`src/rtl/wash_sequencer.sv`:
```
// rtl/wash_sequencer.sv - wash program sequencer stepping W/R/S phases on a 1 Hz tick
module wash_sequencer #(
    parameter int WASH_T  = 10,
    parameter int RINSE_T = 6,
    parameter int SPIN_T  = 4
) (
    input  logic       clk,
    input  logic       rst_n,
    input  logic       tick,
    input  logic       power_light,
    input  logic       start_pause,
    input  logic [2:0] current_model,
    output logic [1:0] run_state,
    output logic       finish,
    output logic [1:0] phase,
    output logic [7:0] phase_remain,
    output logic [7:0] remain_time
);

    localparam logic [1:0] ST_IDLE  = 2'd0;
    localparam logic [1:0] ST_RUN   = 2'd1;
    localparam logic [1:0] ST_PAUSE = 2'd2;

    localparam logic [7:0] WASH_D  = 8'(WASH_T);
    localparam logic [7:0] RINSE_D = 8'(RINSE_T);
    localparam logic [7:0] SPIN_D  = 8'(SPIN_T);

    // enable bits: [0]=wash, [1]=rinse, [2]=spin
    function automatic logic [2:0] mode_en(input logic [2:0] m);
        case (m)
            3'd1:    return 3'b001;
            3'd2:    return 3'b011;
            3'd3:    return 3'b110;
            3'd4:    return 3'b010;
            3'd5:    return 3'b100;
            default: return 3'b111;
        endcase
    endfunction

    function automatic logic [7:0] phase_dur(input logic [1:0] p);
        case (p)
            2'd1:    return WASH_D;
            2'd2:    return RINSE_D;
            2'd3:    return SPIN_D;
            default: return 8'd0;
        endcase
    endfunction

    // first enabled phase strictly after 'after'; 0 when none is left
    function automatic logic [1:0] next_enabled(input logic [2:0] en, input logic [1:0] after);
        if (after < 2'd1 && en[0]) return 2'd1;
        if (after < 2'd2 && en[1]) return 2'd2;
        if (after < 2'd3 && en[2]) return 2'd3;
        return 2'd0;
    endfunction

    logic [2:0] mode_q;
    logic [2:0] start_en;
    logic [1:0] start_phase;
    logic [7:0] start_total;
    logic [1:0] next_phase;

    always_comb begin
        start_en    = mode_en(current_model);
        start_phase = next_enabled(start_en, 2'd0);
        start_total = (start_en[0] ? WASH_D : 8'd0)
                    + (start_en[1] ? RINSE_D : 8'd0)
                    + (start_en[2] ? SPIN_D : 8'd0);
        next_phase  = next_enabled(mode_en(mode_q), phase);
    end

    always_ff @(posedge clk) begin
        if (!rst_n || !power_light) begin
            run_state    <= ST_IDLE;
            finish       <= 1'b0;
            phase        <= 2'd0;
            phase_remain <= 8'd0;
            remain_time  <= 8'd0;
            mode_q       <= 3'd0;
        end else begin
            finish <= 1'b0;
            case (run_state)
                ST_IDLE: begin
                    if (start_pause) begin
                        mode_q       <= current_model;
                        phase        <= start_phase;
                        phase_remain <= phase_dur(start_phase);
                        remain_time  <= start_total;
                        run_state    <= ST_RUN;
                    end
                end
                ST_RUN: begin
                    if (start_pause) begin
                        run_state <= ST_PAUSE;
                    end else if (tick) begin
                        if (remain_time != 8'd0) remain_time <= remain_time - 8'd1;
                        if (phase_remain > 8'd1) begin
                            phase_remain <= phase_remain - 8'd1;
                        end else if (next_phase != 2'd0) begin
                            phase        <= next_phase;
                            phase_remain <= phase_dur(next_phase);
                        end else begin
                            finish       <= 1'b1;
                            run_state    <= ST_IDLE;
                            phase        <= 2'd0;
                            phase_remain <= 8'd0;
                            remain_time  <= 8'd0;
                        end
                    end
                end
                ST_PAUSE: begin
                    if (start_pause) run_state <= ST_RUN;
                end
                default: run_state <= ST_IDLE;
            endcase
        end
    end

endmodule

```
`config.mk`:
```
export PLATFORM = sky130hd
export DESIGN_NAME = wash_sequencer
export DESIGN_NICKNAME = d
export VERILOG_FILES = /design/src/rtl/wash_sequencer.sv
export SDC_FILE = /design/constraint.sdc
export NUM_CORES = 1
export LEC_CHECK = 0
export CAP_MARGIN = 5
export CORE_ASPECT_RATIO = 1.25
export CORE_MARGIN = 2
export CORE_UTILIZATION = 55
export CTS_BUF_LIST = sky130_fd_sc_hd__clkbuf_4
export CTS_CLUSTER_SIZE = 30
export DETAILED_ROUTE_END_ITERATION = 10
export PLACE_DENSITY = 0.83
export RECOVER_POWER = 25
export SETUP_SLACK_MARGIN = 0.05
export SLEW_MARGIN = 20
export SYNTH_ARGS = -nofsm -noshare
export SYNTH_HDL_FRONTEND = slang
export SYNTH_SLANG_ARGS = --single-unit
```
`constraint.sdc`:
```
create_clock -name clk -period 3.2 [get_ports clk]
set_input_delay 0.48 -clock clk [delete_from_list [all_inputs] [get_ports clk]]
set_output_delay 0.48 -clock clk [all_outputs]
set_load 0.02 [all_outputs]
```
Word level (Yosys, flattened, before mapping)

Cells that the tools add are included.

Register bits: 24
Logic and storage cells: 115

Add/sub/neg operators: 4
Magnitude comparators: 4
Reduce and logical (&&, ||, !) cells: 16
Eq/ne operators: 26
Bitwise gates (word level): 2
Mux-type cells: 57

Operator list:

| kind                                                | count |
|---|---|
| two-way mux 8 bit                                   | 11 |
| two-way mux 2 bit                                   | 22 |
| case mux 8 bit (2 select lines)                     | 2 |
| case mux 3 bit (5 select lines)                     | 2 |
| case mux 4 bit (3 select lines)                     | 2 |
| subtractor 8 x 1 -> 8 bit, second input constant    | 2 |
| two-way mux 1 bit                                   | 13 |
| equality test 3 x 2 -> 1 bit, second input constant | 4 |
| equality test 3 bit, second input constant          | 4 |
| equality test 2 bit, second input constant          | 5 |
| != test 3 bit, second input constant                | 3 |
| > comparator 8 x 1 -> 1 bit, second input constant  | 1 |
| != test 2 bit, second input constant                | 4 |
| case mux 2 bit (2 select lines)                     | 2 |
| AND reduction 4 bit                                 | 2 |
| nonzero test 8 bit                                  | 1 |
| adder 5 x 3 -> 6 bit                                | 1 |
| equality test 2 x 1 -> 1 bit, second input constant | 3 |
| equality test 3 x 1 -> 1 bit, second input constant | 2 |
| two-way mux 3 bit                                   | 2 |
| adder 4 x 3 -> 5 bit                                | 1 |
| AND reduction 5 bit                                 | 1 |
| OR reduction 5 bit                                  | 1 |
| less-than comparator 2 bit, second input constant   | 2 |
| other kinds (11)                                    | 16 |

Logic depth before layout (Yosys ltp)

Gate-level depths: netlist of the first run.

Depth after elaboration: 17
Depth in mapped cells: 11
Gate-level depth less buffers: 11

Least setup slack after synthesis of the first run

Ideal clock, no wire load.

Kind: register -> register
Start point: register mode_q[2]
End point: register remain_time[4]
Library setup time: 115 ps
Slack: 595 ps
Stages on the path, launching flop included: 12
Path buffers: 0
Data arrival time: 2490 ps
Path through: dfxtp_1 -> inv_1 -> ha_1 -> nand2b_1 -> o211ai_1 -> o21a_1 -> ha_1 -> inv_1 -> or4_4 -> and3_4 -> o2bb2ai_2 -> a31o_1

Longest elaborated chain between the ends: 15
Elaborated cells on any way between the ends: 26

RTL lines:

| item                                        | RTL line | RTL |
|---|---|---|
| start, declared                             | 57       | `logic [2:0] mode_q;` |
| start signal, assigned                      | 85       | `mode_q <= current_model;` |
| equality test 3 bit (tied with other cells) | 30       | `case (m)` |
| case mux 3 bit (5 select lines) *           | 30       |  |
| logical AND 1 bit                           | 53       | `if (after < 2'd3 && en[2]) return 2'd3;` |
| two-way mux 1 bit (2 in series)             | 53       |  |
| two-way mux 1 bit                           | 52       | `if (after < 2'd2 && en[1]) return 2'd2;` |
| two-way mux 2 bit                           | 54       | `return 2'd0;` |
| two-way mux 2 bit                           | 53       |  |
| two-way mux 2 bit *                         | 52       |  |
| nonzero test 2 bit *                        | 99       | `end else if (next_phase != 2'd0) begin` |
| two-way mux 8 bit *                         | 99       |  |
| two-way mux 8 bit *                         | 97       | `if (phase_remain > 8'd1) begin` |
| two-way mux 8 bit *                         | 95       | `end else if (tick) begin` |
| two-way mux 8 bit *                         | 93       | `if (start_pause) begin` |
| case mux 8 bit (2 select lines) *           | 82       | `case (run_state)` |
| end signal, assigned                        | 88       | `remain_time <= start_total;` |
| end signal, assigned                        | 96       | `if (remain_time != 8'd0) remain_time <= remain_time - 8'd1;` |
| end, declared                               | 17       | `output logic [7:0] remain_time` |

Mark *: on every way between the ends. The rest lies on a longest branch, timed or not. The select of a mux whose other input is x is not followed.
A chain may end at the register's enable or synchronous reset.

Worst setup path in the final report of the first run

Same ends and word-level chain as after synthesis.

==> qor.csv, run 1 <==
metric;value;unit
status;complete, no violations;
wl_per_cell;14.2;µm
n_antenna_cell;0;
avgSynthCellArea;8.07;µm²
gp_congestion;0.924;
worstSetupPathType;reg -> reg;
drt_first_iter_violations;87;
clk_latency;0.33;ns
path_max_fanout;6;
netlist_area;0.00166;mm²
cap_violations;0;
ir_drop;0.276;mV
synth_top_flop_cell;dfxtp_1;
tightest_slew;1.01;ns
seq_area_frac_synth;28.9;%
drv_slew;0;
rsz0062_at_grt;no;
start_util;56.9;%
dp_cells;267;
timing.fmax;356;MHz
fin_cells;271;
cts_max_level;1;
synthArstFlopShare;0;%
finalHoldViolCount;0;
dieHeight;65.5;µm
dpl.hpwl;2860;µm
period_share;87.7;%
post_drt_via_cell_ratio;6.05;
critPathSlowestCell;or4_4;
core-area;0.00292;mm²
nNetsFinal;256;
dp_worst_setup_slack;0.394;ns
cts_setup_buffers;0;
yosys_warnings;0;
post_cts_resized;0;
crit_arrival;3.05;ns
cts_buffers;3;
vias;1640;
endpoint_kind;flop;
postSynthCellCount;206;
leakage;0.000806;µW
cts_tree;done;
drive_gt1_share;7.66;%
worst_path_dominant_cell_family;compound AO/OA/AOI/OAI gates;
dr.pass1.iters;5;
startpoint_type;flop;
grt_pass1_wl;6510;µm
rows;22;
synth_fp_nets;226;
grt_max_degree;19;
dieArea;0.00348;mm²
grt_usage;24.6;%
period_minus_slack;2.81;ns
path_buf_inv;2;
wl;3850;µm
clk_path_buf_depth;2;
antenna_left;0;
crit_chain;inv_1 > ha_1 > o211ai_1 > o21a_1 > ha_1 > inv_1 > or4_4 > nand3_2 > o32ai_1 > a31o_1;
hold_buffers;0;
die_w;53.2;µm
max_stage_delay;0.58;ns
report.power.total;763;µW
critPathRequiredTime;3.44;ns
syn2layout_area_growth;22.4;%
finClkSkew;0.0156;ns
grt_pass1_vias;1531;
setup_tns;0;ns
ioPinCount;29;
overflow;0;
ys_ff_latch;24;
finalSetupViolations;0;
hp-class;reg -> reg;
drc_errors;0;
yosys.cell_types.count;55;
antenna_found_initial;0;
max-slew-margin-rel;32.7;%
power.density;375;mW/mm²
synth_edf_count;0;
cts_sinks;24;
nFillCells;251;
clockRootBuffer;clkbuf_4;
portBuffers;28;
worst_slack;0.395;ns
path_clk_slew;0.14;ns
[final cells by class]
cell class	instances	area, µm²	share of cell area, %
Clock buffer	3	22.5	1.11
Tap cell	36	45.0	2.22
Multi-Input combinational cell	162	1100	53.9
Sequential cell	24	480	23.6
Clock inverter	1	30.0	1.48
Inverter	12	45.0	2.22
Timing Repair Buffer	33	314	15.4
[cells by family (layout without fill, tap and decap cells)]
kind of cell / Yosys count / count (layout) / synth area share (%)
AND/OR/NAND/NOR: 79 / 79 / 26.6
multiplexers: 3 / 3 / 1.81
buffers and inverters: 20 / 49 / 4.82
AO/OA/AOI/OAI: 58 / 58 / 23.1
flip-flops: 24 / 24 / 28.9
XOR/XNOR: 10 / 10 / 5.27
adder cells (fa/ha/maj): 12 / 12 / 9.49
[per-stage QoR]
step | cell area (µm²) | hold WS, ns | utilization, %
finish | 2030 | 0.493 | 69.7
global route | 2030 | 0.525 | 69.7
detailed placement | 1990 | 0.486 | 68.2
floorplan | 1660 | 0.534 | -
CTS | 2040 | 0.505 | 70.0
global placement | 1990 | 0.481 | 68.2
[worst reg2reg max path: cells and delay by family (launching register included)]
family | cells | cell delay, ns
AO/OA/AOI/OAI | 4 | 0.91
AND/OR/NAND/NOR | 2 | 0.74
flip-flops | 1 | 0.40
adder cells (fa/ha/maj) | 2 | 0.54
buffers and inverters | 2 | 0.16
[state kept, by name, indices dropped and copies added (netlist names)]
name / flops
run_state: 2
remain_time: 8
phase_remain: 8
finish: 1
mode_q: 3
phase: 2
[synth_stat cells, drive strengths merged, types with 5 or more instances]
| library cell | count | area (µm²) |
|---|---|---|
| dfxtp | 24 | 480 |
| nor2 | 21 | 78.8 |
| a21oi | 18 | 90.1 |
| nand2 | 15 | 56.3 |
| inv | 12 | 45.0 |
| o21ai | 12 | 60.1 |
| ha | 11 | 138 |
| xor2 | 8 | 70.1 |
| nand2b | 6 | 37.5 |
| nor3 | 6 | 35.0 |
| buf | 5 | 23.8 |
| nand3 | 5 | 30.0 |
| nor4 | 5 | 37.5 |
[power by group]
part	total, µW	leakage (µW)	switching, µW	internal [µW]
combinational	217	0.000583	124	92.3
clock	221	0.0000279	94.3	127
sequential	325	0.000195	15.5	310
[metal layers]
metal	GRT usage (%)	vias up	wire (µm)
met3	2.05	16	141
met5	0	-	0
met1	29.8	763	1650
met2	43.0	45	1930
met4	11.2	0	127
li1	-	816	-
[placed cells by master, fill, tap and decap left out, types with 4 or more instances in the layout]
cell             synthesis  layout
nand2_1                 15      15
o21ai_0                 11      11
nor2_1                  21      21
clkdlybuf4s50_1          0      19
dfxtp_1                 24      24
dlygate4sd3_1            0       9
nand3b_1                 4       4
xor2_1                   8       8
nand2b_1                 6       6
inv_1                   12      12
nor4_1                   4       4
buf_4                    0       4
nand3_1                  4       4
ha_1                    11      11
a21oi_1                 18      18
nor3_1                   5       5
[path summary, 6_finish.rpt]
path,startpoint,endpoint,slack [ns],cells past startpoint
max,mode_q[2],remain_time[4],0.39,10
min,remain_time[7],remain_time[7],0.49,2
max reg2reg,mode_q[2],remain_time[4],0.39,10
min reg2reg,remain_time[7],remain_time[7],0.49,2
(Power assumes the default switching activity.)
==> run 2, diff against run 1 <==
--- a/config.mk
+++ b/config.mk
@@ -8,5 +8,7 @@
 export CAP_MARGIN = 5
+export CELL_PAD_IN_SITES_DETAIL_PLACEMENT = 1
+export CELL_PAD_IN_SITES_GLOBAL_PLACEMENT = 1
 export CORE_ASPECT_RATIO = 1.25
 export CORE_MARGIN = 2
-export CORE_UTILIZATION = 55
+export CORE_UTILIZATION = 40
 export CTS_BUF_LIST = sky130_fd_sc_hd__clkbuf_4
@@ -14,5 +16,5 @@
 export DETAILED_ROUTE_END_ITERATION = 10
-export PLACE_DENSITY = 0.83
+export PLACE_DENSITY_LB_ADDON = 0.1
 export RECOVER_POWER = 25
-export SETUP_SLACK_MARGIN = 0.05
+export SETUP_SLACK_MARGIN = 0.02
 export SLEW_MARGIN = 20
--- a/constraint.sdc
+++ b/constraint.sdc
@@ -3,2 +3,2 @@
 set_output_delay 0.48 -clock clk [all_outputs]
-set_load 0.02 [all_outputs]
+set_load 0.05 [all_outputs]
==> qor.csv, run 2 (same netlist as run 1, synthesis figures left out) <==
metric;value;unit;change
status;complete, no violations;;
cts_sinks;24;;unchanged
largestRegisters;phase_remain (8), remain_time (8), mode_q (3);;
ir_drop;0.183;mV;-34%
cts_setup_buffers;0;;unchanged
power.density;388;mW/mm²;+3.4%
hp-class;reg -> reg;;
post_cts_resized;0;;unchanged
drt_first_iter_violations;83;;-4.6%
cts_tree;done;;
nNetsFinal;255;;-0.39%
critPathRequiredTime;3.42;ns;-0.02 ns
power.switching;268;µW;+14%
finalHoldViolCount;0;;unchanged
grt_pass1_wl;8470;µm;+30%
dr.pass1.iters;4;;-1
crit_arrival;3.10;ns;+0.05 ns
die_w;61.6;µm;+16%
cts_max_level;1;;unchanged
finClkSkew;0.0165;ns;+0.000892 ns
report.power.total;795;µW;+4.3%
fin_cells;290;;+7.0%
dp_cells;286;;+7.1%
n_antenna_cell;0;;unchanged
grt_use_met2;40.0;%;-3.0 points
tightest_slew;1.12;ns;+0.114 ns
syn2layout_area_growth;23.4;%;
hold_path.startpoint;remain_time[7];;
dieHeight;76.1;µm;+16%
finalSetupViolations;0;;unchanged
cts_buffers;3;;unchanged
endpoint_kind;flop;;
dp_worst_setup_slack;0.314;ns;-0.0798 ns
seq_power_share;41.0;%;-1.6 points
cap_violations;0;;unchanged
path_clk_slew;0.15;ns;about the same
p_clk_share;28.4;%;-0.6 points
overflow;0;;unchanged
mostFrequentLayoutCell;dfxtp_1;;
worstReg2RegStart;mode_q[2];;
met3_usage;2.38;%;+0.33 points
leakage;0.000802;µW;-0.55%
path_max_fanout;6;;unchanged
grt_pass1_vias;1774;;+16%
max-slew-margin-rel;25.0;%;-7.6 points
clockRootBuffer;clkbuf_4;;
ioPinCount;29;;unchanged
grt_max_degree;19;;unchanged
busiest_layer;met2;;
portBuffers;28;;unchanged
rows;26;;+18%
worst_slack;0.321;ns;-0.0740 ns
drive_gt1_share;7.26;%;-0.39 points
drc_errors;0;;unchanged
critPathLaunch;mode_q[2];;
startpoint_type;flop;;
internal_power;528;µW;-0.22%
grt_util_met1;29.0;%;-0.78 points
rsz0062_at_grt;no;;
wl_per_cell;16.5;µm;+16%
final_cell_mix;24 x dfxtp_1, 21 x nor2_1, 19 x clkdlybuf4s50_1, 18 x a21oi_1, 15 x nand2_1;;
worstSetupPathType;reg -> reg;;
p_comb_share;30.6;%;+2.2 points
period_share;90.0;%;+2.3 points
clk_latency;0.32;ns;about the same
wl;4790;µm;+25%
antenna_left;0;;unchanged
grt_usage;23.0;%;-1.6 points
clk_path_buf_depth;2;;unchanged
gp_congestion;0.849;;-8.2%
antenna_found_initial;0;;unchanged
post_drt_via_cell_ratio;5.73;;-5.3%
dieArea;0.00469;mm²;+35%
setup_tns;0;ns;unchanged
dpl.hpwl;3770;µm;+32%
period_minus_slack;2.88;ns;+0.0740 ns
timing.fmax;347;MHz;-2.6%
p_sw_share;33.7;%;+3.0 points
core-area;0.00403;mm²;+38%
final_core_util;50.8;%;-19 points
drv_slew;0;;unchanged
start_util;41.2;%;-16 points
hold_buffers;0;;unchanged
vias;1662;;+1.3%
==> run 2: changes by cell type in the layout (fill, tap and decap cells not counted) <==
| cell | delta |
|---|---|
| buf_4 | -1 |
==> run 2: power groups by stage <==
stage	Combinational [µW]	Sequential (µW)	Clock, µW
finish	243	326	226
global route	269	328	252
CTS	248	326	232
detailed placement	247	332	0
global placement	237	331	0
floorplan	144	360	0
==> run 2: path summary, 6_finish.rpt <==
check | to | slack, ns | cells after the start
max | remain_time[4] | 0.32 | 10
min reg2reg | remain_time[7] | 0.50 | 2
max reg2reg | remain_time[4] | 0.32 | 10
min | remain_time[7] | 0.50 | 2
==> run 2: layout make-up <==
| class | count | area, µm² |
|---|---|---|
| clock buffers | 3 | 22.5 |
| clock inverters | 1 | 30.0 |
| fillers | 518 | 1980 |
| inverters | 12 | 45.0 |
| multi-input cells | 162 | 1100 |
| flip-flops and latches | 24 | 480 |
| well taps | 56 | 70.1 |
| repair buffers | 32 | 307 |
==> run 2: per-stage QoR <==
stage | hold slack, ns | area [µm²]
6_report | 0.501 | 2050
5_1_grt | 0.537 | 2050
4_1_cts | 0.512 | 2060
3_5_place_dp | 0.490 | 2010
3_3_place_gp | 0.480 | 2010
2_1_floorplan | 0.534 | 1660
==> run 2: per-layer routing <==
layer | part of all wire [%] | wire length (µm)
met4 | 1.2 | 57
met1 | 41 | 1980
met5 | 0 | 0
met2 | 56 | 2670
met3 | 1.7 | 81
==> run 2: critical path, stage by stage, from the launching register on <==
cell and delay [ns]:
dfxtp_1 0.41, inv_1 0.09, ha_1 0.33, o211ai_1 0.32
o21a_1 0.25, ha_1 0.20, inv_1 0.08, or4_4 0.59
nand3_2 0.16, o32ai_1 0.10, a31o_1 0.24
